File: src/rtl/lcd_line_scheduler_pkg.sv
// Shared types and constants for the two-line HD44780 refresh scheduler.
package lcd_sched_pkg;

  localparam int NUM_LINES      = 2;
  localparam int CHARS_PER_LINE = 16;
  localparam int INIT_LEN       = 4;

  localparam logic [7:0] CMD_CLEAR = 8'h01;

  typedef enum logic [2:0] {POR_WAIT, INIT, IDLE, ADDR, CHARS} sched_state_t;
  typedef enum logic [1:0] {W_IDLE, W_SETUP, W_PULSE, W_HOLD} wr_state_t;

  typedef struct packed {
    logic       rs;
    logic [7:0] data;
    logic       long_wait;
  } wr_req_t;

  function automatic logic [7:0] init_cmd(input logic [1:0] idx);
    case (idx)
      2'd0:    return 8'h38;
      2'd1:    return 8'h0C;
      2'd2:    return CMD_CLEAR;
      default: return 8'h06;
    endcase
  endfunction

  function automatic logic [7:0] line_addr(input logic line);
    return line ? 8'hC0 : 8'h80;
  endfunction

  function automatic int max2(input int a, input int b);
    return (a > b) ? a : b;
  endfunction

endpackage

File: src/rtl/lcd_line_scheduler_if.sv
// Requester-side bus: level requests, done pulses and the character fetch port.
interface lcd_line_scheduler_if;
  import lcd_sched_pkg::*;

  logic [NUM_LINES-1:0] req;
  logic [NUM_LINES-1:0] done;
  logic                 char_line;
  logic [3:0]           char_idx;
  logic [7:0]           char_data;

  modport master (output req, char_data, input done, char_line, char_idx);
  modport slave  (input req, char_data, output done, char_line, char_idx);
endinterface

File: src/rtl/lcd_line_scheduler_byte_writer.sv
// One LCD bus write: SETUP (RS/DATA settle), PULSE (EN high), HOLD (busy wait).
module lcd_byte_writer
  import lcd_sched_pkg::*;
#(
  parameter int SETUP_CYC    = 4,
  parameter int EN_CYC       = 16,
  parameter int WAIT_CYC     = 2000,
  parameter int CLR_WAIT_CYC = 82000,
  parameter int CNT_W        = 23
) (
  input  logic       clock,
  input  logic       reset,
  input  logic       start,
  input  logic       rs,
  input  logic [7:0] data,
  input  logic       long_wait,
  output logic       complete,
  output logic       lcd_en,
  output logic       lcd_rs,
  output logic [7:0] lcd_data
);

  wr_state_t        st, st_nxt;
  logic [CNT_W-1:0] cnt, term;
  logic             cnt_done, long_q;

  always_comb begin
    st_nxt   = st;
    term     = '0;
    case (st)
      W_SETUP: term = CNT_W'(SETUP_CYC - 1);
      W_PULSE: term = CNT_W'(EN_CYC - 1);
      W_HOLD:  term = long_q ? CNT_W'(CLR_WAIT_CYC - 1) : CNT_W'(WAIT_CYC - 1);
      default: term = '0;
    endcase
    cnt_done = (cnt == term);
    case (st)
      W_IDLE:  if (start)    st_nxt = W_SETUP;
      W_SETUP: if (cnt_done) st_nxt = W_PULSE;
      W_PULSE: if (cnt_done) st_nxt = W_HOLD;
      W_HOLD:  if (cnt_done) st_nxt = W_IDLE;
      default:               st_nxt = W_IDLE;
    endcase
    lcd_en   = (st == W_PULSE);
    complete = (st == W_HOLD) && cnt_done;
  end

  always_ff @(posedge clock) begin
    if (reset) st <= W_IDLE;
    else       st <= st_nxt;
  end

  // RS/DATA are captured once at start and stay put through the whole HOLD.
  always_ff @(posedge clock) begin
    if (reset) begin
      cnt      <= '0;
      long_q   <= 1'b0;
      lcd_rs   <= 1'b0;
      lcd_data <= '0;
    end else begin
      if (st_nxt != st)     cnt <= '0;
      else if (st != W_IDLE) cnt <= cnt + CNT_W'(1);
      if (st == W_IDLE && start) begin
        lcd_rs   <= rs;
        lcd_data <= data;
        long_q   <= long_wait;
      end
    end
  end

endmodule

File: src/rtl/lcd_line_scheduler.sv
// HD44780 16x2 bus owner: power-on init, then round-robin full-line refreshes.
// Build option LCD_AUTO_REFRESH_EN adds a periodic refresh request for both lines.
module lcd_line_scheduler
  import lcd_sched_pkg::*;
#(
  parameter int PWRUP_CYC    = 750000,
  parameter int SETUP_CYC    = 4,
  parameter int EN_CYC       = 16,
  parameter int WAIT_CYC     = 2000,
  parameter int CLR_WAIT_CYC = 82000,
  parameter int REFRESH_CYC  = 5000000
) (
  input  logic                       clock,
  input  logic                       reset,
  lcd_line_scheduler_if.slave        bus,
  output logic [7:0]                 LCD_DATA,
  output logic                       LCD_RS,
  output logic                       LCD_RW,
  output logic                       LCD_EN,
  output logic                       init_done,
  output logic                       busy
);

  localparam int CNT_W = $clog2(max2(max2(max2(PWRUP_CYC, CLR_WAIT_CYC), REFRESH_CYC),
                                     max2(max2(WAIT_CYC, EN_CYC), SETUP_CYC)) + 1);

  sched_state_t         state, state_nxt;
  logic [CNT_W-1:0]     por_cnt;
  logic [1:0]           init_idx;
  logic [3:0]           idx;
  logic                 line_q, rr_last, wr_active;
  logic                 wr_start, wr_complete, gnt_valid, gnt_line;
  logic                 last_init, last_char, line_done;
  logic [NUM_LINES-1:0] eff_req;
  wr_req_t              wr_req;

`ifdef LCD_AUTO_REFRESH_EN
  logic [CNT_W-1:0]     ref_cnt;
  logic [NUM_LINES-1:0] pending;
  logic                 ref_wrap;

  assign ref_wrap = init_done && (ref_cnt == CNT_W'(REFRESH_CYC - 1));

  // Cleared on the completing edge so IDLE never re-grants a just-finished line.
  always_ff @(posedge clock) begin
    if (reset) begin
      ref_cnt <= '0;
      pending <= '0;
    end else begin
      if (init_done) ref_cnt <= ref_wrap ? '0 : ref_cnt + CNT_W'(1);
      pending <= (pending & ~(line_done ? (2'b01 << line_q) : 2'b00)) | {NUM_LINES{ref_wrap}};
    end
  end

  assign eff_req = bus.req | pending;
`else
  assign eff_req = bus.req;
`endif

  assign gnt_valid = |eff_req;
  assign gnt_line  = (&eff_req) ? ~rr_last : eff_req[1];
  assign last_init = (init_idx == 2'(INIT_LEN - 1));
  assign last_char = (idx == 4'(CHARS_PER_LINE - 1));
  assign line_done = (state == CHARS) && wr_complete && last_char;

  always_comb begin
    state_nxt = state;
    wr_start  = 1'b0;
    wr_req    = '0;
    case (state)
      POR_WAIT: if (por_cnt == CNT_W'(PWRUP_CYC - 1)) state_nxt = INIT;
      INIT: begin
        wr_start         = !wr_active;
        wr_req.data      = init_cmd(init_idx);
        wr_req.long_wait = (wr_req.data == CMD_CLEAR);
        if (wr_complete && last_init) state_nxt = IDLE;
      end
      IDLE: if (gnt_valid) state_nxt = ADDR;
      ADDR: begin
        wr_start    = !wr_active;
        wr_req.data = line_addr(line_q);
        if (wr_complete) state_nxt = CHARS;
      end
      CHARS: begin
        wr_start    = !wr_active;
        wr_req.rs   = 1'b1;
        wr_req.data = bus.char_data;
        if (line_done) state_nxt = IDLE;
      end
      default: state_nxt = POR_WAIT;
    endcase
  end

  always_ff @(posedge clock) begin
    if (reset) state <= POR_WAIT;
    else       state <= state_nxt;
  end

  always_ff @(posedge clock) begin
    if (reset) begin
      por_cnt   <= '0;
      init_idx  <= '0;
      idx       <= '0;
      line_q    <= 1'b0;
      rr_last   <= 1'b1;
      wr_active <= 1'b0;
      init_done <= 1'b0;
      bus.done  <= '0;
      busy      <= 1'b0;
    end else begin
      if (state == POR_WAIT) por_cnt <= por_cnt + CNT_W'(1);
      if (wr_start)         wr_active <= 1'b1;
      else if (wr_complete) wr_active <= 1'b0;
      if (state == INIT && wr_complete) begin
        init_idx <= init_idx + 2'd1;
        if (last_init) init_done <= 1'b1;
      end
      if (state == IDLE && gnt_valid) begin
        line_q  <= gnt_line;
        rr_last <= gnt_line;
      end
      if (state == CHARS && wr_complete) idx <= last_char ? 4'd0 : idx + 4'd1;
      bus.done <= line_done ? (2'b01 << line_q) : 2'b00;
      busy     <= (state_nxt != IDLE);
    end
  end

  assign bus.char_line = line_q;
  assign bus.char_idx  = idx;
  assign LCD_RW        = 1'b0;

  lcd_byte_writer #(
    .SETUP_CYC    (SETUP_CYC),
    .EN_CYC       (EN_CYC),
    .WAIT_CYC     (WAIT_CYC),
    .CLR_WAIT_CYC (CLR_WAIT_CYC),
    .CNT_W        (CNT_W)
  ) u_writer (
    .clock     (clock),
    .reset     (reset),
    .start     (wr_start),
    .rs        (wr_req.rs),
    .data      (wr_req.data),
    .long_wait (wr_req.long_wait),
    .complete  (wr_complete),
    .lcd_en    (LCD_EN),
    .lcd_rs    (LCD_RS),
    .lcd_data  (LCD_DATA)
  );

endmodule

File: src/flat_wrapper.sv
// flat-port wrapper written by rule: the top's interface ports become plain ports
module lcd_line_scheduler_flat import lcd_sched_pkg::*;
#(
  parameter int PWRUP_CYC    = 750000,
  parameter int SETUP_CYC    = 4,
  parameter int EN_CYC       = 16,
  parameter int WAIT_CYC     = 2000,
  parameter int CLR_WAIT_CYC = 82000,
  parameter int REFRESH_CYC  = 5000000
)
  (clock, reset, LCD_DATA, LCD_RS, LCD_RW, LCD_EN, init_done, busy, bus_req, bus_char_data, bus_done, bus_char_line, bus_char_idx);
  lcd_line_scheduler_if bus_i ();
  input  logic clock;
  input  logic reset;
  output logic [7:0] LCD_DATA;
  output logic LCD_RS;
  output logic LCD_RW;
  output logic LCD_EN;
  output logic init_done;
  output logic busy;
  input wire logic [$bits(bus_i.req)-1:0] bus_req;
  input wire logic [$bits(bus_i.char_data)-1:0] bus_char_data;
  output wire logic [$bits(bus_i.done)-1:0] bus_done;
  output wire logic [$bits(bus_i.char_line)-1:0] bus_char_line;
  output wire logic [$bits(bus_i.char_idx)-1:0] bus_char_idx;
  assign bus_i.req = bus_req;
  assign bus_i.char_data = bus_char_data;
  assign bus_done = bus_i.done;
  assign bus_char_line = bus_i.char_line;
  assign bus_char_idx = bus_i.char_idx;
  lcd_line_scheduler #(.PWRUP_CYC(PWRUP_CYC), .SETUP_CYC(SETUP_CYC), .EN_CYC(EN_CYC), .WAIT_CYC(WAIT_CYC), .CLR_WAIT_CYC(CLR_WAIT_CYC), .REFRESH_CYC(REFRESH_CYC)) u_core (.clock(clock), .reset(reset), .bus(bus_i), .LCD_DATA(LCD_DATA), .LCD_RS(LCD_RS), .LCD_RW(LCD_RW), .LCD_EN(LCD_EN), .init_done(init_done), .busy(busy));
endmodule
File: config.mk
export PLATFORM = sky130hd
export DESIGN_NAME = lcd_line_scheduler_flat
export DESIGN_NICKNAME = d
export VERILOG_FILES = /design/src/rtl/lcd_line_scheduler_pkg.sv /design/src/rtl/lcd_line_scheduler_if.sv /design/src/rtl/lcd_line_scheduler_byte_writer.sv /design/src/rtl/lcd_line_scheduler.sv /design/src/flat_wrapper.sv
export SDC_FILE = /design/constraint.sdc
export NUM_CORES = 1
export LEC_CHECK = 0
export CORE_MARGIN = 3
export CORE_UTILIZATION = 64
export CTS_BUF_LIST = sky130_fd_sc_hd__clkbuf_8
export DETAILED_ROUTE_END_ITERATION = 8
export PLACE_DENSITY = 0.94
export SYNTH_ARGS = -nofsm -noshare
export SYNTH_HDL_FRONTEND = slang
export SYNTH_SLANG_ARGS = --single-unit
File: constraint.sdc
create_clock -name clock -period 3.5 [get_ports clock]
set_input_delay 1.05 -clock clock [delete_from_list [all_inputs] [get_ports clock]]
set_output_delay 1.05 -clock clock [all_outputs]
set_load 0.1 [all_outputs]
Yosys cells after proc, flatten, opt, wreduce, memory -nomap -nowiden
Index checks and enable logic that the tools add are counted.

Output and inout port bits: 20. Register bits after elaboration: 74.

Reductions and logical operators: 19. Bitwise operators: 2. Shifts and indexed selects: 1. Eq/ne operators: 16. Muxes and demuxes: 24. $add $sub $neg: 4.

Operators by type and width (count): 23-bit case mux with 3 select lines (1); 23-bit by 1-bit adder with 23-bit output (second input constant) (2); 8-bit case mux with 3 select lines (1); 23-bit by 20-bit equality test with 1-bit output (second input constant) (1); 23-bit equality test (1); 6-bit case mux with 3 select lines (1); 17-bit 2-to-1 mux (1); 3-bit 2-to-1 mux (5); 3-bit case mux with 5 select lines (1); 2-bit equality test (second input constant) (4); 8-bit by 1-bit equality test with 1-bit output (second input constant) (1); 2-bit 2-to-1 mux (4); 8-bit 2-to-1 mux (1); 2-bit case mux with 4 select lines (1); 1-bit logical AND (7); 7-bit 2-to-1 mux (1); 3-bit by 2-bit equality test with 1-bit output (second input constant) (2); 1-bit 2-to-1 mux (6); 2-bit OR reduction (3); 4-bit by 1-bit adder with 4-bit output (second input constant) (1); 2-bit by 1-bit equality test with 1-bit output (second input constant) (2); 4-bit equality test (second input constant) (1); 2-bit logical NOT (2); 4-bit 2-to-1 mux (1); 12 further kinds (15).

Longest topological paths before layout
Depth after elaboration: 9. Mapped depth: 7. Gate-level depth less buffers: 6.

Hierarchy
A second synthesis with hierarchy kept.

Cell total of the unflattened synthesis: 440. Area total of the unflattened synthesis: 3649.8 um^2.

By module, submodules not included: lcd_line_scheduler (cells an instance 235, instances 1, seq. area each 780.7 um^2, area an instance 1961.9 um^2); lcd_byte_writer (cells an instance 205, instances 1, seq. area each 700.7 um^2, area an instance 1687.9 um^2).

Worst setup path before layout
Ideal clock, no wire load.

Path kind: register -> register. Start point: register u_core.u_writer.st[1]. End point: register u_core.idx[3], in the netlist u_core.bus.char_idx[3]. Arrival: 2.981 ns. Setup time: 0.091 ns. Cell stages (with the launch flop): 7. Slack: 0.428 ns. Clock period less this slack: 3.072 ns. Buffers on the path: 1. Cell sequence: dfxtp_1 clkbuf_8 nor2b_1 o311ai_1 nor4_4 a41oi_1 a311oi_1.

Word-level cells in the longest chain between the ends: 5.

Ends and longest elaborated chain: start, declared (RTL line lcd_line_scheduler_byte_writer.sv:23) `wr_state_t st, st_nxt;`; start signal, assigned (RTL line lcd_line_scheduler_byte_writer.sv:50) `else st <= st_nxt;`; 2-bit equality test; named net LCD_EN (RTL line flat_wrapper.sv:18) `output logic LCD_EN;`; 23-bit case mux with 3 select lines (RTL line lcd_line_scheduler_byte_writer.sv:30) `case (st)`; 23-bit equality test (RTL line lcd_line_scheduler_byte_writer.sv:36) `cnt_done = (cnt == term);`; 1-bit logical AND (RTL line lcd_line_scheduler_byte_writer.sv:45) `complete = (st == W_HOLD) && cnt_done;`; 1-bit logical AND (RTL line lcd_line_scheduler.sv:122) `if (state == CHARS && wr_complete) idx <= last_char ? 4'd0 : idx + 4'd1;`; end signal, assigned (RTL line lcd_line_scheduler.sv:122); end, declared (RTL line lcd_line_scheduler.sv:30) `logic [3:0] idx;`.

The timed path passes the listed nets, and every way through them passes these cells. A chain may end at the register's enable or synchronous reset.

Worst setup path after layout
Start point: register u_core.u_writer.st[1]. End point: output port LCD_EN.

Word-level cells in the longest chain between the ends: 1.

Ends and longest elaborated chain: 2-bit equality test (RTL line lcd_line_scheduler_byte_writer.sv:44) `lcd_en = (st == W_PULSE);`; end, declared (RTL line flat_wrapper.sv:18).

No other way between the ends.

==> results.cfg <==
[status]
status = complete, no violations

[die]
dieArea_um2 = 6540
placeableCoreArea_um2 = 5270
chipHeight_um = 80.9
floorplan.initialDensity_pct = 68.1
num_rows = 26
floorplan.io_pins = 32
die_w_um = 80.9

[cts]
clock_sink_count = 74
post_cts_repair_timing_setup_buffer_count = 0
gates_resized_cts_repair = 0
cts-root-to-sink-buffers = 2
insertion_delay_ns = 0.34
cts_inserted_buffers = 9
cts_tree = built
cts.reportedPaths.clkPinSlew_ns = 0.07
root_buffer = clkbuf_8
htree_levels = 3
count_of_hold_buffers_inserted_by_post_cts_repair = 0

[final_layout]
antenna_cells_inserted = 0
layout.filler_cells = 337
layout.nets = 458
area_delta_synth_final_pct = 13.0
post_route_cells_drive_above_1_share_pct = 13.5
ff_latch_area_um2 = 1480
area_taken_by_multi_input_logic_gates_um2 = 1970

[power]
sw_frac_of_total_pct = 26.1
fraction_of_power_consumed_by_sequential_logic_pct = 51.1
irDropWorstVdd_mv = 0.285
power.internal_w = 0.00128
gate_power_share_pct = 11.2
pwr-share-clk_pct = 37.7
power.density_nw_per_um2 = 426
cellLeakagePower_nw = 1.47
total_power_w = 0.00173
p_sw_w = 0.000451

[worst_setup_path]
cp.arrival_ns = 1.64
worst-r2r-cell-count = 5
crit_type = reg2out
crit_fanout = 19
cp-start-kind = flop
critical_path.endpoint_type = output pin
timing.critical_path.required_ns = 2.45
reg_to_reg_slack_setup_ns = 1.12

[synthesis]
synth_cells = 414
synth_nets = 433
synth-seq-cells = 74
synthesis.area_per_instance_um2 = 8.67
synthesized_cell_area_um2 = 3590
ys_warn_count = 0
synthFlopType = dfxtp_1
synth_enable_flop_cells = 0
synth_sequential_area_ratio_pct = 41.3
synth_cell_types = 53
async_flop_share_pct = 0

[timing]
final-max-slew-violation-count = 0
clock_skew_after_layout_ns = 0.00897
setup_viol = 0
hold_slack_ns = 0.472
timing.fmax_mhz = 372
timing_hold_violations_final = 0
tightest_slew_ns = 0.684
setup_total_negative_slack_ns = 0
fin_crit_ns = 2.69
grt_setup_unrepaired = false
min_period_over_period_pct = 76.9
max-slew-margin-rel_pct = 54.0

[drt]
antenna_left = 0
via_per_inst = 6.00
route.detailed.drc = 0
number_of_detailed_routing_iterations_run_before_antenna_repair = 4
drt_first_iter_violations = 266
wl_mm = 7.54
avgRoutedWirePerCell_um = 14.7
dr_total_vias = 3085

[global_route]
grt_max_degree = 38
global_route.usage.met3_pct = 4.43
grt_pass1_wl_mm = 12.8
gr-usage-met2_pct = 40.5
grt-ovfl-total = 0
busiest_metal_layer_after_global_routing = met2
first_global_vias = 2883
track_usage_pct = 24.4
antenna_found_initial = 0
grt_util_met1_pct = 31.1

[placed_design]
dp_hpwl_mm = 5.32
globalplace.congestion = 0.826
io_buffers = 30

[worst_hold_path]
min_path_type = reg2reg
hold_path_cell_cnt = 2

[job]
max-cap-violations = 0
## final cells by class
type	instances	share of cell area, %
clock buffers	11	3.73
repair buffers	35	7.16
well taps	70	2.16
flip-flops and latches	74	36.5
clock inverters	5	1.14
inverters	8	0.740
multi-input cells	311	48.6
## sequential cells by signal, indices dropped and copies added, names as in the netlist, 2 cells and up
signal and flops:
u_core.bus.done 2, u_core.por_cnt 23, u_core.u_writer.lcd_data 8, u_core.u_writer.st 2
u_core.bus.char_idx 4, u_core.u_writer.cnt 23, u_core.init_idx 2, u_core.state 3
## cell usage in the layout, fill, tap and decap left out, types with 12 or more instances in the layout
| cell type | count |
|---|---|
| xnor2_1 | 20 |
| nor3_1 | 14 |
| nand3_1 | 16 |
| xor2_1 | 22 |
| dfxtp_1 | 74 |
| nand2_1 | 37 |
| a21oi_1 | 12 |
| nor2_1 | 73 |
| buf_4 | 24 |
## logic make-up (layout without fill, tap and decap cells)
family | count (synthesis) | after routing | synth area share (%)
mux | 5 | 5 | 1.43
fa+ha+maj | 7 | 7 | 2.44
compound gates | 57 | 57 | 11.2
other cells | 1 | 1 | 0.105
flops | 74 | 74 | 41.3
xor+xnor | 42 | 42 | 10.3
simple gates | 199 | 199 | 29.3
buf+inv | 29 | 59 | 3.98
## per-layer routing
layer | wire (µm) | vias up
li1 | - | 1508
met1 | 3330 | 1462
met2 | 3620 | 97
met3 | 447 | 18
met4 | 133 | 0
met5 | 0 | -
## power groups by stage
| stage | Sequential, W | Combinational (W) | Clock, W |
|---|---|---|---|
| after global routing | 0.000887 | 0.000207 | 0.000696 |
| after CTS | 0.000883 | 0.000193 | 0.000660 |
| after global placement | 0.000901 | 0.000187 | 0 |
| final | 0.000884 | 0.000193 | 0.000652 |
| after detailed placement | 0.000903 | 0.000192 | 0 |
| after floorplan | 0.000967 | 0.0000800 | 0 |
## Yosys cell counts, types with 4 or more instances
library cell | n | area share (%)
a211oi_1 | 8 | 1.7
a21oi_1 | 12 | 1.7
a22oi_1 | 6 | 1.3
a311oi_1 | 4 | 0.98
and3_1 | 6 | 1.0
and4_2 | 4 | 1.1
buf_2 | 8 | 1.1
clkbuf_1 | 8 | 0.84
dfxtp_1 | 74 | 41
ha_1 | 7 | 2.4
inv_1 | 8 | 0.84
mux2i_1 | 4 | 1.1
nand2_1 | 37 | 3.9
nand3_1 | 16 | 2.2
nand4_1 | 11 | 1.9
nor2_1 | 73 | 7.6
nor3_1 | 15 | 2.1
nor4_1 | 6 | 1.0
o21ai_0 | 7 | 0.98
or3_1 | 4 | 0.70
xnor2_1 | 20 | 4.9
xor2_1 | 22 | 5.4
## final timing paths
kind / startpoint / end
worst max register to register: u_core.u_writer.st[1]$_SDFF_PP0_ / u_core.init_idx[0]$_SDFFE_PP0P_
worst min register to register: u_core.wr_active$_SDFFE_PP0P_ / u_core.wr_active$_SDFFE_PP0P_
worst max-delay path: u_core.u_writer.st[1]$_SDFF_PP0_ / LCD_EN
worst min-delay path: u_core.wr_active$_SDFFE_PP0P_ / u_core.wr_active$_SDFFE_PP0P_
## per-stage QoR
stage               instance area, µm²  setup slack [ns]  util [%]  cells
floorplan                         3590             0.428         -    414
global placement                  3860              1.01      73.2    498
detailed placement                3860             0.976      73.2    498
CTS                               4060             0.820      77.0    514
global route                      4060             0.706      77.0    514
finish                            4060             0.808      77.0    514
## worst max-delay path: stages (launching register included)
cell,delay [ns]
dfxtp_1,0.69
nor2b_1,0.28
buf_4,0.33
Power figures use the tool's default switching activity.
